`config.mk`:
```
export PLATFORM = sky130hd
export DESIGN_NAME = uart_rx_cfg
export DESIGN_NICKNAME = d
export VERILOG_FILES = /design/src/rtl/uart_pkg.sv /design/src/rtl/uart_rx_cfg_if.sv /design/src/rtl/uart_rx_fifo.sv /design/src/rtl/uart_rx_cfg.sv
export SDC_FILE = /design/constraint.sdc
export NUM_CORES = 1
export LEC_CHECK = 0
export ABC_AREA = 0
export CAP_MARGIN = 0
export CORE_MARGIN = 2
export CORE_UTILIZATION = 55
export CTS_CLUSTER_DIAMETER = 100
export DETAILED_ROUTE_END_ITERATION = 7
export PLACE_DENSITY = 0.73
export SLEW_MARGIN = 20
export SYNTH_ARGS = -nofsm -noshare
export SYNTH_HDL_FRONTEND = slang
export SYNTH_SLANG_ARGS = --single-unit
```
`constraint.sdc`:
```
create_clock -name CLK50MHz -period 4.35 [get_ports CLK50MHz]
set_input_delay 1.305 -clock CLK50MHz [delete_from_list [all_inputs] [get_ports CLK50MHz]]
set_output_delay 1.305 -clock CLK50MHz [all_outputs]
set_load 0.01 [all_outputs]
```
`src/rtl/uart_pkg.sv`:
```
// Shared constants, FSM state encoding and helper functions for the configurable UART receiver.
package uart_pkg;

  localparam int PAR_NONE = 32'sd0;
  localparam int PAR_ODD  = 32'sd1;
  localparam int PAR_EVEN = 32'sd2;

  typedef enum logic [2:0] {
    ST_IDLE      = 3'd0,
    ST_START     = 3'd1,
    ST_DATA      = 3'd2,
    ST_PARITY    = 3'd3,
    ST_STOP      = 3'd4,
    ST_WAIT_IDLE = 3'd5
  } rx_state_e;

  // Rounded clock divider for the 16x oversampling enable; never below 1.
  function automatic int calc_div(input int clk_hz, input int baud);
    int d;
    d = (clk_hz + 32'sd8 * baud) / (32'sd16 * baud);
    if (d < 32'sd1) begin
      d = 32'sd1;
    end else begin
      d = d;
    end
    return d;
  endfunction

  function automatic logic maj3(input logic a, input logic b, input logic c);
    return (a & b) | (a & c) | (b & c);
  endfunction

endpackage

```
`src/rtl/uart_rx_cfg_if.sv`:
```
// Receive-side word stream: head word plus its error flags, with a consumer ready.
interface uart_rx_cfg_if #(parameter int DW = 8);
  logic          valid;
  logic          ready;
  logic [DW-1:0] data;
  logic          perr;
  logic          ferr;

  modport master (output valid, data, perr, ferr, input ready);
  modport slave  (input valid, data, perr, ferr, output ready);
endinterface

```
`src/rtl/uart_rx_fifo.sv`:
```
// First-word-fall-through receive buffer with a sticky overrun flag.
module uart_rx_fifo #(
  parameter int DW    = 8,
  parameter int DEPTH = 4
) (
  input  logic          clk,
  input  logic          rst_n,
  input  logic          push,
  input  logic [DW-1:0] push_data,
  input  logic          push_perr,
  input  logic          push_ferr,
  uart_rx_cfg_if.master rd,
  output logic          overrun
);

  localparam int AW = $clog2(DEPTH);

  logic [DW+1:0] mem_q [DEPTH];
  logic [AW-1:0] wr_q, wr_d, rd_q, rd_d;
  logic [AW:0]   cnt_q, cnt_d;
  logic          ovr_q, ovr_d;
  logic          full_s, pop_s, wr_en_s;
  logic [DW+1:0] head_s;

  // When full, a simultaneous pop frees the slot the new word lands in.
  always_comb begin
    full_s  = (cnt_q == (AW+1)'(DEPTH));
    pop_s   = (cnt_q != '0) && rd.ready;
    wr_en_s = push && (!full_s || pop_s);
    wr_d    = wr_en_s ? wr_q + AW'(1) : wr_q;
    rd_d    = pop_s ? rd_q + AW'(1) : rd_q;
    cnt_d   = cnt_q + (AW+1)'(wr_en_s) - (AW+1)'(pop_s);
    if (pop_s) begin
      ovr_d = 1'b0;
    end else if (push && full_s) begin
      ovr_d = 1'b1;
    end else begin
      ovr_d = ovr_q;
    end
  end

  always_ff @(posedge clk or negedge rst_n) begin
    if (!rst_n) begin
      wr_q  <= '0;
      rd_q  <= '0;
      cnt_q <= '0;
      ovr_q <= 1'b0;
    end else begin
      wr_q  <= wr_d;
      rd_q  <= rd_d;
      cnt_q <= cnt_d;
      ovr_q <= ovr_d;
    end
  end

  always_ff @(posedge clk) begin
    if (wr_en_s) begin
      mem_q[wr_q] <= {push_data, push_perr, push_ferr};
    end
  end

  assign head_s  = mem_q[rd_q];
  assign overrun = ovr_q;

  always_comb begin
    if (cnt_q != '0) begin
      rd.valid = 1'b1;
      rd.data  = head_s[DW+1:2];
      rd.perr  = head_s[1];
      rd.ferr  = head_s[0];
    end else begin
      rd.valid = 1'b0;
      rd.data  = '0;
      rd.perr  = 1'b0;
      rd.ferr  = 1'b0;
    end
  end

endmodule

```
`src/rtl/uart_rx_cfg.sv`:
```
// Configurable UART receiver: 16x oversampling, 2-of-3 bit voting, optional parity,
// 1 or 2 stop bits, break handling and a small FWFT receive buffer.
module uart_rx_cfg
  import uart_pkg::*;
#(
  parameter int CLK_HZ     = 50000000,
  parameter int BAUD       = 9600,
  parameter int DATA_BITS  = 8,
  parameter int PARITY     = 2,
  parameter int STOP_BITS  = 1,
  parameter int FIFO_DEPTH = 4
) (
  input  logic                 CLK50MHz,
  input  logic                 RESET,
  input  logic                 RX,
  output logic [DATA_BITS-1:0] DATA,
  output logic                 VALID,
  input  logic                 READY,
  output logic                 PARITY_ERR,
  output logic                 FRAME_ERR,
  output logic                 OVERRUN
);

  localparam int            DIV       = calc_div(CLK_HZ, BAUD);
  localparam int            CW        = (DIV > 1) ? $clog2(DIV) : 1;
  localparam logic [CW-1:0] DIV_LAST  = CW'(DIV - 1);
  localparam logic [3:0]    BIT_LAST  = 4'(DATA_BITS - 1);
  localparam logic [3:0]    STOP_LAST = 4'(STOP_BITS - 1);

  logic                 rx_meta_q, rx_sync_q;
  logic [CW-1:0]        div_q, div_d;
  logic                 en_q, en_d;
  rx_state_e            state_q, state_d;
  logic [3:0]           tick_q, tick_d, bit_q, bit_d;
  logic [DATA_BITS-1:0] shift_q, shift_d, word_q, word_d;
  logic                 s7_q, s7_d, s8_q, s8_d, par_q, par_d, ferr_q, ferr_d;
  logic                 push_q, push_d, pe_q, pe_d, fe_q, fe_d;
  logic                 mid_s, last_s, maj_s, ferr_s, xor_s, perr_s;

  always_comb begin
    en_d  = (div_q == DIV_LAST);
    div_d = en_d ? '0 : div_q + CW'(1);
  end

  always_ff @(posedge CLK50MHz or negedge RESET) begin
    if (!RESET) begin
      rx_meta_q <= 1'b1;
      rx_sync_q <= 1'b1;
      div_q     <= '0;
      en_q      <= 1'b0;
    end else begin
      rx_meta_q <= RX;
      rx_sync_q <= rx_meta_q;
      div_q     <= div_d;
      en_q      <= en_d;
    end
  end

  // Tick 9 holds the third vote; samples from ticks 7 and 8 are already registered.
  always_comb begin
    mid_s  = (tick_q == 4'd9);
    last_s = (tick_q == 4'd15);
    maj_s  = maj3(s7_q, s8_q, rx_sync_q);
    ferr_s = ferr_q | ~maj_s;
    xor_s  = ^{shift_q, par_q};
    if (PARITY == PAR_EVEN) begin
      perr_s = xor_s;
    end else if (PARITY == PAR_ODD) begin
      perr_s = ~xor_s;
    end else begin
      perr_s = 1'b0;
    end
  end

  always_comb begin
    state_d = state_q;
    tick_d  = tick_q;
    bit_d   = bit_q;
    shift_d = shift_q;
    s7_d    = s7_q;
    s8_d    = s8_q;
    par_d   = par_q;
    ferr_d  = ferr_q;
    push_d  = 1'b0;
    word_d  = word_q;
    pe_d    = pe_q;
    fe_d    = fe_q;
    if (en_q) begin
      tick_d = tick_q + 4'd1;
      s7_d   = (tick_q == 4'd7) ? rx_sync_q : s7_q;
      s8_d   = (tick_q == 4'd8) ? rx_sync_q : s8_q;
      case (state_q)
        ST_IDLE: begin
          tick_d = 4'd0;
          if (!rx_sync_q) begin
            state_d = ST_START;
            ferr_d  = 1'b0;
          end else begin
            state_d = ST_IDLE;
          end
        end
        ST_START: begin
          if (mid_s && maj_s) begin
            state_d = ST_IDLE;
            tick_d  = 4'd0;
          end else if (last_s) begin
            state_d = ST_DATA;
            bit_d   = 4'd0;
          end else begin
            state_d = ST_START;
          end
        end
        ST_DATA: begin
          shift_d = mid_s ? {maj_s, shift_q[DATA_BITS-1:1]} : shift_q;
          if (last_s && (bit_q == BIT_LAST)) begin
            state_d = (PARITY == PAR_NONE) ? ST_STOP : ST_PARITY;
            bit_d   = 4'd0;
          end else if (last_s) begin
            bit_d = bit_q + 4'd1;
          end else begin
            bit_d = bit_q;
          end
        end
        ST_PARITY: begin
          par_d   = mid_s ? maj_s : par_q;
          state_d = last_s ? ST_STOP : ST_PARITY;
        end
        ST_STOP: begin
          if (mid_s && (bit_q == STOP_LAST)) begin
            ferr_d  = ferr_s;
            push_d  = 1'b1;
            word_d  = shift_q;
            pe_d    = perr_s;
            fe_d    = ferr_s;
            state_d = ferr_s ? ST_WAIT_IDLE : ST_IDLE;
            tick_d  = 4'd0;
          end else if (mid_s) begin
            ferr_d = ferr_s;
          end else if (last_s) begin
            bit_d = bit_q + 4'd1;
          end else begin
            bit_d = bit_q;
          end
        end
        ST_WAIT_IDLE: begin
          tick_d  = 4'd0;
          state_d = rx_sync_q ? ST_IDLE : ST_WAIT_IDLE;
        end
        default: begin
          state_d = ST_IDLE;
          tick_d  = 4'd0;
        end
      endcase
    end else begin
      state_d = state_q;
    end
  end

  always_ff @(posedge CLK50MHz or negedge RESET) begin
    if (!RESET) begin
      state_q <= ST_IDLE;
      tick_q  <= 4'd0;
      bit_q   <= 4'd0;
      shift_q <= '0;
      s7_q    <= 1'b1;
      s8_q    <= 1'b1;
      par_q   <= 1'b0;
      ferr_q  <= 1'b0;
      push_q  <= 1'b0;
      word_q  <= '0;
      pe_q    <= 1'b0;
      fe_q    <= 1'b0;
    end else begin
      state_q <= state_d;
      tick_q  <= tick_d;
      bit_q   <= bit_d;
      shift_q <= shift_d;
      s7_q    <= s7_d;
      s8_q    <= s8_d;
      par_q   <= par_d;
      ferr_q  <= ferr_d;
      push_q  <= push_d;
      word_q  <= word_d;
      pe_q    <= pe_d;
      fe_q    <= fe_d;
    end
  end

  uart_rx_cfg_if #(.DW(DATA_BITS)) rd_if ();

  uart_rx_fifo #(.DW(DATA_BITS), .DEPTH(FIFO_DEPTH)) u_fifo (
    .clk       (CLK50MHz),
    .rst_n     (RESET),
    .push      (push_q),
    .push_data (word_q),
    .push_perr (pe_q),
    .push_ferr (fe_q),
    .rd        (rd_if),
    .overrun   (OVERRUN)
  );

  assign rd_if.ready = READY;
  assign DATA        = rd_if.data;
  assign VALID       = rd_if.valid;
  assign PARITY_ERR  = rd_if.perr;
  assign FRAME_ERR   = rd_if.ferr;

endmodule
```
# Word level (Yosys, flattened, before mapping)
# Memory sizes are Yosys's and may differ from the RTL's.
# Cells that the tools add are included.
[word_totals]
elab_cells = 114
mem_bits_rw = 40
inputBits = 4
n_memories = 1
register_bits = 54
[op_classes]
addsub = 7
n_eq_ne = 20
mux = 35
reduce_logical = 24
bitwise_logic = 7
[memory_table]
columns = ["name", "words", "word_bits", "read_ports", "rd_ports_with_merged_regs", "wr", "line", "text"]
rows = [
  ["u_fifo.mem_q", 4, 10, 1, 0, 1, "uart_rx_fifo.sv:18", "logic [DW+1:0] mem_q [DEPTH];"],
]
[op_table]
columns = ["cell", "n"]
rows = [
  ["2-to-1 mux 4 bit", 8],
  ["case mux 4 bit (3 select lines)", 2],
  ["case mux 3 bit (6 select lines)", 1],
  ["2-to-1 mux 3 bit", 5],
  ["2-to-1 mux 1 bit", 14],
  ["inequality test 2 bit, second input constant", 7],
  ["== test 4 bit, second input constant", 3],
  ["AND reduction 3 bit", 4],
  ["adder 9 x 1 -> 9 bit, second input constant", 1],
  ["== test 3 bit, second input constant", 3],
  ["== test 9 bit, second input constant", 1],
  ["2-to-1 mux 9 bit", 1],
  ["XOR reduction 9 bit", 1],
  ["adder 4 x 1 -> 4 bit, second input constant", 2],
  ["== test 4 x 3 -> 1 bit, second input constant", 2],
  ["2-to-1 mux 8 bit", 1],
  ["== test 3 x 2 -> 1 bit, second input constant", 2],
  ["logical AND 1 bit", 6],
  ["AND reduction 6 bit", 1],
  ["nonzero test 3 bit", 2],
  ["adder 2 x 1 -> 2 bit, second input constant", 2],
  ["logical NOT 4 bit", 1],
  ["2-to-1 mux 2 bit", 2],
  ["AND reduction 2 bit", 2],
  ["14 further kinds", 19],
]

# Depth between registers and ports, before layout
[depth]
depth_word = 8
mapped_depth = 9
ltp_nobuf = 9

# Hierarchy
# Synthesis repeated with hierarchy kept, for this count alone.
[unflattened]
cells_unflattened = 308
hier_area_um2 = 4289.1
[by_module_without_submodules]
columns = ["module", "cells_each", "n_inst", "area_each_um2"]
rows = [
  ["uart_rx_cfg", 205, 1, 2314.7],
  ["uart_rx_fifo", 103, 1, 1974.4],
]

# Worst setup path after synthesis
# OpenSTA, ideal clock, no wires.
[synth_path]
path_type = "input-to-reg"
startpoint = "input port READY"
endpoint = "register u_fifo.cnt_q[2]"
setup_time_ns = 0.123
stages = 8
setup_slack_ns = 1.653
arrival_time_ns = 2.575
required_ns = 4.227
path_buffers = 0
path_cell_list = "and2_1 > ha_1 > inv_1 > ha_1 > inv_1 > fa_1 > xnor2_1 > xnor2_1"
[synth_via]
elab_chain_len = 5
[synth_lines]
columns = ["element", "line", "text"]
rows = [
  ["from (decl)", "uart_rx_cfg.sv:18", "input logic READY,"],
  ["logical AND 1 bit *", "uart_rx_fifo.sv:28", "pop_s = (cnt_q != '0) && rd.ready;"],
  ["logical OR 1 bit", "uart_rx_fifo.sv:29", "wr_en_s = push && (!full_s || pop_s);"],
  ["logical AND 1 bit", "uart_rx_fifo.sv:29", ""],
  ["adder 3 x 1 -> 3 bit", "uart_rx_fifo.sv:32", "cnt_d = cnt_q + (AW+1)'(wr_en_s) - (AW+1)'(pop_s);"],
  ["subtractor 3 x 1 -> 3 bit *", "uart_rx_fifo.sv:32", ""],
  ["net u_fifo.cnt_d[2]", "uart_rx_fifo.sv:20", "logic [AW:0] cnt_q, cnt_d;"],
  ["to (signal assigned)", "uart_rx_fifo.sv:51", "cnt_q <= cnt_d;"],
  ["to (decl)", "uart_rx_fifo.sv:20", ""],
]
# The timed path passes the listed nets; every way through them passes the cells marked *.
# A chain may end at the register's enable or synchronous reset.

# Final worst setup path
[layout_path]
startpoint = "register u_fifo.rd_q[0]"
endpoint = "output port DATA[4]"
[layout_via]
elab_chain_len = 2
[layout_lines]
columns = ["element", "line", "text"]
rows = [
  ["from (decl)", "uart_rx_fifo.sv:19", "logic [AW-1:0] wr_q, wr_d, rd_q, rd_d;"],
  ["from (signal assigned)", "uart_rx_fifo.sv:50", "rd_q <= rd_d;"],
  ["memory read (4 x 10 bit)", "-", ""],
  ["2-to-1 mux 8 bit", "uart_rx_fifo.sv:66", "if (cnt_q != '0) begin"],
  ["to (decl)", "uart_rx_cfg.sv:16", "output logic [DATA_BITS-1:0] DATA,"],
]
# Every way passes these cells.

==> out/results.tsv <==
metric	value	unit
result of the run	complete, no violations	
cells after synthesis	306	
CP arrival	2.36	ns
Worst Tran Pin Value	0.8390	ns
growth of design area from synthesis to finish	9.678	%
worst-case register-to-register setup slack	1.84	ns
power dissipated by switching net loads	0.4247	mW
yosys warns	0	
die width	91.81	µm
area of the die	8428	µm²
antenna fix cells	0	
fin nets	339	
HPWL after detailed placement	4315	µm
Switching Fraction	24.60	%
total power per unit cell area	371.2	nW/µm²
Setup violations, final	0	
via count of the routed design	2367	
unrepaired setup endpoints after global routing	no	
aggregate negative setup slack	0	ns
core region area	7607	µm²
crit-path max FO	12	
overflow left after global routing	0	
cells along the critical path	mux4_2, and2_1, clkdlybuf4s50_1	
I/O pin count	16	
skew final	0.01251	ns
number of synthesized flops with an enable pin	40	
Post-Synthesis Cell Area	4240	µm²
starting density of the core	55.74	%
sequential fraction of design power	58.6	%
router iterations before antenna repair	5	
antenna-violating nets left	0	
portion of total power attributed to the clock network	33.0	%
number of vias per cell	5.530	
Worst Path Class, Setup	reg -> out	
number of remaining DRC errors	0	
maximum buffer depth of the clock tree	2	
register bit count reported by yosys	94	
worst setup path endpoint	DATA[4]	
standard cell with the maximum stage delay on the critical path	sky130_fd_sc_hd__dfrtp_1	
total wire length	6179	µm
height of the die	91.81	µm
Final min period	3.669	ns
main flop type after synthesis	sky130_fd_sc_hd__dfrtp_1	
Post-Synthesis Mean Instance Area	13.86	µm²
routed len/inst	14.44	µm
required time of the critical path	3.04	ns
buffers inserted by post-CTS timing repair	0	
combinational share of power	8.4	%
CP peak stage delay	0.80	ns
clock-pin slew on the worst setup and hold paths	0.09	ns
global-route wire length before repair	10930	µm
Worst slew margin	44.07	%
share of post-route cells with drive strength above 1	16.87	%
distinct cell type count after synthesis	53	
Clock Tree Root	sky130_fd_sc_hd__clkbuf_8	
aggregate global-route resource usage	16.32	%
critical path endpoint category	output pin	
cts bufs inserted	9	
worst reg2reg endpoint	u_fifo.cnt_q[2]	
CTS tree	done	
final worst path period share	84.35	%
Clock H-tree levels	3	
Fin. Hold Viols	0	
sequential share of the synthesized area	60.31	%
RR Startpoint	u_fifo.cnt_q[0]	
Maximum Capacitance Violations	0	
Post-Synthesis Net Count	324	
Leak Pwr	1.960	nW
insertion delay of the later-clocked pin in the worst-skew pair	0.35	ns
number of buffers inserted by hold repair at cts	0	
drt initial violations	120	
design internal power	1.302	mW
total count of max-transition violations in the final report	0	
sink count of the clock tree	94	
Startpoint Class	flip-flop	
routability congestion estimate	0.7917	
number of antenna violations at the first check in global routing	0	
# port buffers	15	
Peak Freq	0.2725	GHz
R2R cell count	9	
Worst Hold Class	reg -> reg	
proportion of register bits with asynchronous set or reset after synthesis	57.45	%
number of gates resized after cts	0	
pin count of the biggest net entering global routing	41	
startpoint of the most critical setup path	u_fifo.rd_q[0]	
total power	1.726	mW
number of placement rows	32	
worst supply voltage drop on vdd	0.1363	mV
number of global-route vias before repair	2333	
## layout make-up
class,instances,area (µm²)
clock buffers,10,127.6
multi-input cells,182,1551
flip-flops and latches,94,2557
well taps,102,127.6
repair buffers,16,152.6
fillers,602,2957
inverters,18,67.56
clock inverters,6,66.31
## worst min-delay path by stage
| stage | startpoint | endpoint | slack, ns | cells after the start |
|---|---|---|---|---|
| final | rx_meta_q | rx_sync_q | 0.37 | 0 |
| after detailed placement | rx_meta_q | rx_sync_q | 0.35 | 0 |
| after floorplan | rx_meta_q | rx_sync_q | 0.35 | 0 |
| after global placement | rx_meta_q | rx_sync_q | 0.35 | 0 |
| after CTS | rx_meta_q | rx_sync_q | 0.37 | 0 |
| after global routing | rx_meta_q | rx_sync_q | 0.37 | 0 |
## power groups by stage
stage,clock [mW],sequential [mW],combinational (mW)
after floorplan,0,0.985,0.147
after global placement,0,1.03,0.141
after detailed placement,0,1.03,0.149
after CTS,0.583,1.02,0.150
after global routing,0.616,1.02,0.165
final,0.569,1.01,0.145
## sequential cells by signal, summed over array words and instances, names as in the netlist, 2 cells and up
signal	count
shift_q	8
state_q	3
tick_q	4
bit_q	4
u_fifo.cnt_q	3
u_fifo.wr_q	2
u_fifo.mem_q	40
div_q	9
word_q	8
u_fifo.rd_q	2
## Yosys cell counts (4+ instances only)
master                      instances  area [µm²]
sky130_fd_sc_hd__mux4_2            10       225.2
sky130_fd_sc_hd__inv_1             18       67.56
sky130_fd_sc_hd__edfxtp_1          40        1201
sky130_fd_sc_hd__xnor2_1           15       131.4
sky130_fd_sc_hd__nor2b_1            4       25.02
sky130_fd_sc_hd__and3_1             5       31.28
sky130_fd_sc_hd__nand4_1            4       25.02
sky130_fd_sc_hd__dfstp_2            4       105.1
sky130_fd_sc_hd__nand2_1            8       30.03
sky130_fd_sc_hd__ha_1              13       162.7
sky130_fd_sc_hd__nand2b_1           7       43.79
sky130_fd_sc_hd__buf_2              6       30.03
sky130_fd_sc_hd__mux2_2            18       202.7
sky130_fd_sc_hd__nor2_1            12       45.04
sky130_fd_sc_hd__a21oi_1            5       25.02
sky130_fd_sc_hd__dfrtp_1           50        1251
sky130_fd_sc_hd__o21ai_0           12       60.06
sky130_fd_sc_hd__o2bb2ai_1          4       35.03
sky130_fd_sc_hd__xor2_1             5       43.79
sky130_fd_sc_hd__nand3_1            7       35.03
sky130_fd_sc_hd__clkbuf_1           4       15.01
sky130_fd_sc_hd__and2_1            15       93.84
## critical path: cells and delay by family (launching register included)
| family | cells | cell delay [ns] |
|---|---|---|
| DFF | 1 | 0.80 |
| muxes | 1 | 0.58 |
| buffers and inverters | 1 | 0.47 |
| and+or+nand+nor | 1 | 0.17 |
## per-stage QoR
step	instance area (µm²)	std cells	hold WS [ns]	setup slack (ns)	util, %
6_report	4651	428	0.3651	0.6808	61.13
4_1_cts	4651	428	0.3668	0.6176	61.13
5_1_grt	4651	428	0.3732	0.5149	61.13
3_5_place_dp	4457	412	0.3520	0.9471	58.59
3_3_place_gp	4457	412	0.3494	1.016	58.59
2_1_floorplan	4240	306	0.3452	1.653	-
## cells in the final DEF, fill, tap and decap left out, drive strengths merged, types with 2 or more instances in the layout
master,n
and3,5
nor3,2
a21oi,5
dfrtp,50
nor3b,2
mux2,18
o21ai,13
dfstp,4
o2bb2ai,4
or3b,2
mux4,10
nand2b,7
nand3,7
edfxtp,40
or4bb,2
clkdlybuf4s50,14
buf,2
xor2,5
xnor2,15
a211oi,3
o22ai,3
inv,21
ha,13
clkbuf,10
o31ai,2
nor2,13
nand4,4
and2,15
nor2b,4
a221oi,2
nand2,8
## per-layer routing
layer | GRT usage [%] | routed length (µm) | vias to the layer above
met5 | 0 | 0 | -
met4 | 7.338 | 78 | 0
met2 | 25.86 | 3089 | 39
met1 | 22.19 | 2848 | 1177
met3 | 3.040 | 163 | 7
li1 | - | - | 1144
## kinds of logic after synthesis
| group | Yosys count | share of synthesized area [%] |
|---|---|---|
| flip-flops | 94 | 60.31 |
| AND/OR/NAND/NOR | 75 | 10.24 |
| buffers and inverters | 30 | 3.098 |
| XOR/XNOR | 20 | 4.131 |
| multiplexers | 29 | 10.33 |
| AO/OA/AOI/OAI | 43 | 7.348 |
| adder cells (fa/ha/maj) | 15 | 4.544 |
No activity file was read; power rests on OpenSTA's default activity.
==> RTL edit (same settings) <==
Re-encode `rx_state_e` (6 states) as one-hot, 6 bits wide.
--- a/src/rtl/uart_pkg.sv
+++ b/src/rtl/uart_pkg.sv
@@ -5,13 +5,13 @@
   localparam int PAR_ODD  = 32'sd1;
   localparam int PAR_EVEN = 32'sd2;
 
-  typedef enum logic [2:0] {
-    ST_IDLE      = 3'd0,
-    ST_START     = 3'd1,
-    ST_DATA      = 3'd2,
-    ST_PARITY    = 3'd3,
-    ST_STOP      = 3'd4,
-    ST_WAIT_IDLE = 3'd5
+  typedef enum logic [5:0] {
+    ST_IDLE      = 6'b000001,
+    ST_START     = 6'b000010,
+    ST_DATA      = 6'b000100,
+    ST_PARITY    = 6'b001000,
+    ST_STOP      = 6'b010000,
+    ST_WAIT_IDLE = 6'b100000
   } rx_state_e;
 
   // Rounded clock divider for the 16x oversampling enable; never below 1.
Function: same outputs for any inputs over 10 cycles, from zero or initial values and one cycle with RESET low; not proved beyond that.
==> RTL edit against the unedited design <==
  * Synthesized cell count up 7.8%
  * Sequential cell count up 3
  * Power up 2.0%
  * First-iteration DRC count up 3.3%
  * Worst setup slack worse by 0.024 ns
  * Non-clock buffer count up 1
  * Wire length up 16%
  * Synthesized area up 5.6%
  * Die area up 5.4%
  * Design area up 5.5%
  * Largest cell class unchanged
  * Largest power group unchanged
==> RTL edit: results (changes against the unedited design) <==
LAYOUT.NETS=364  # +7.4%
CP_DATA_ARRIVAL_TIME_NS=2.39  # +0.03 ns
TOTAL_OF_FILL_CELLS_IN_THE_FINISHED_DESIGN=582  # -3.3%
CTS_MAX_LEVEL=3  # unchanged
IR_DROP_mV=0.1843  # +35%
VIAS=2582  # +9.1%
SYN-NUM-NETS=348  # +7.4%
DRT-TOTAL-WL_UM=7177  # +16%
FIRST_GLOBAL_VIAS=2530  # +8.4%
GLOBAL_ROUTE_WIRE_LENGTH_BEFORE_REPAIR_UM=12320  # +13%
POST_SYNTH_MAIN_AREA_CONTRIBUTORS='sky130_fd_sc_hd__dfrtp_1 29%, sky130_fd_sc_hd__edfxtp_1 27%, sky130_fd_sc_hd__mux2_2 5.3%'
POWER.STATIC_LEAKAGE_nW=2.072  # +5.7%
FIN_SKEW_NS=0.01427  # +0.001761 ns
TRACK_USAGE_PCT=18.22  # +1.9 points
HOLD_PATH_CLASS='reg -> reg'
SYNTH_TOP_CELLS_BY_COUNT='52 x sky130_fd_sc_hd__dfrtp_1, 40 x sky130_fd_sc_hd__edfxtp_1, 21 x sky130_fd_sc_hd__mux2_2, 16 x sky130_fd_sc_hd__and2_1, 16 x sky130_fd_sc_hd__inv_1'
CTS_INSERTED_BUFFERS=9  # unchanged
YS_ASYNC_SR_FRACTION_PCT=58.76  # +1.3 points
LARGEST_REGISTERS='u_fifo.mem_q x40, div_q x9'
GRT_START_MAX_NET_PINS=48  # +17%
PLACE_HPWL_UM=5064  # +17%
FIRST_ITER_VIOLATIONS=124  # +3.3%
SLEW_HEADROOM_PCT=54.70  # +11 points
FINALWEIGHTEDCONGESTION=0.8197  # +3.5%
DETAIL_ROUTE.FIRST_PASS.ITERATIONS=4  # -1
WORSTSKEWPAIRLATENCY_NS=0.36
YOSYSSEQAREASHARE_PCT=58.80  # -1.5 points
RUN_STATUS='finished clean'
RATIO_OF_CELLS_WITH_DRIVE_ABOVE_1_IN_THE_FINAL_LAYOUT_PCT=18.80  # +1.9 points
NETLIST-CELL-TYPE-COUNT=60  # +13%
[RTL edit: cell count changes after synthesis, sizes merged, moves of 3 or more]
cell     before  now
o2bb2ai       4    0
nand2b        7    4
nor4          0    4
nor2         13   16
nand3         7   12
a31oi         0    3
nor3          2    5
a22o          0    3
nand2         8   11
mux2         18   21
[RTL edit: routing by layer]
metal | global-route usage [%] | wire, µm | part of all wire, % | vias to the layer above
met2 | 30.12 | 3658 | 51 | 28
met1 | 23.96 | 3266 | 46 | 1302
met4 | 7.126 | 70 | 0.98 | 0
met5 | 0 | 0 | 0 | -
li1 | - | - | - | 1248
met3 | 3.371 | 180 | 2.5 | 4
[RTL edit: layout make-up]
cell class                      count  area (µm²)  share of cell area [%]
Sequential cell                    97        2634                   53.66
Timing Repair Buffer               17       162.7                   3.314
Multi-Input combinational cell    205        1719                   35.02
Clock buffer                        9       123.9                   2.524
Tap cell                          102       127.6                   2.600
Clock inverter                      7       81.33                   1.657
Inverter                           16       60.06                   1.224
[RTL edit: critical path, cell delays in order (launching register included)]
cell and delay [ns]:
sky130_fd_sc_hd__dfrtp_1 0.79, sky130_fd_sc_hd__mux4_2 0.61, sky130_fd_sc_hd__and2_1 0.17, sky130_fd_sc_hd__clkdlybuf4s50_1 0.47
[RTL edit: through the flow]
| stage | utilization, % | setup slack [ns] | cells | hold slack, ns | cell area [µm²] |
|---|---|---|---|---|---|
| global placement | 60.13 | 1.053 | 437 | 0.3466 | 4695 |
| finish | 62.87 | 0.6570 | 453 | 0.3624 | 4908 |
| floorplan | - | 1.672 | 330 | 0.3452 | 4479 |
| global route | 62.87 | 0.5075 | 453 | 0.3663 | 4908 |
| detailed placement | 60.13 | 0.9934 | 437 | 0.3498 | 4695 |
| CTS | 62.76 | 0.5968 | 453 | 0.3644 | 4900 |
[RTL edit: power breakdown]
part | switching, W | internal, W
logic | 0.0000581 | 0.0000835
registers | 0.0000686 | 0.000973
clock network | 0.000348 | 0.000230
total | 0.000475 | 0.00129
[RTL edit: final timing paths]
kind	cells past startpoint	endpoint	from	slack, ns
max in group asynchronous	2	pe_q	RESET	2.81
max	3	DATA[3]	u_fifo.rd_q[0]	0.66
min reg2reg	0	rx_sync_q	rx_meta_q	0.36
min in group asynchronous	1	bit_q[1]	RESET	0.94
min	0	rx_sync_q	rx_meta_q	0.36
max reg2reg	8	u_fifo.cnt_q[1]	u_fifo.cnt_q[1]	1.94
[RTL edit: logic make-up after synthesis]
group / synth area share (%)
AND/OR/NAND/NOR: 12.82
multiplexers: 10.53
AO/OA/AOI/OAI: 6.649
adder cells (fa/ha/maj): 4.330
flip-flops: 58.80
XOR/XNOR: 3.911
buffers and inverters: 2.961
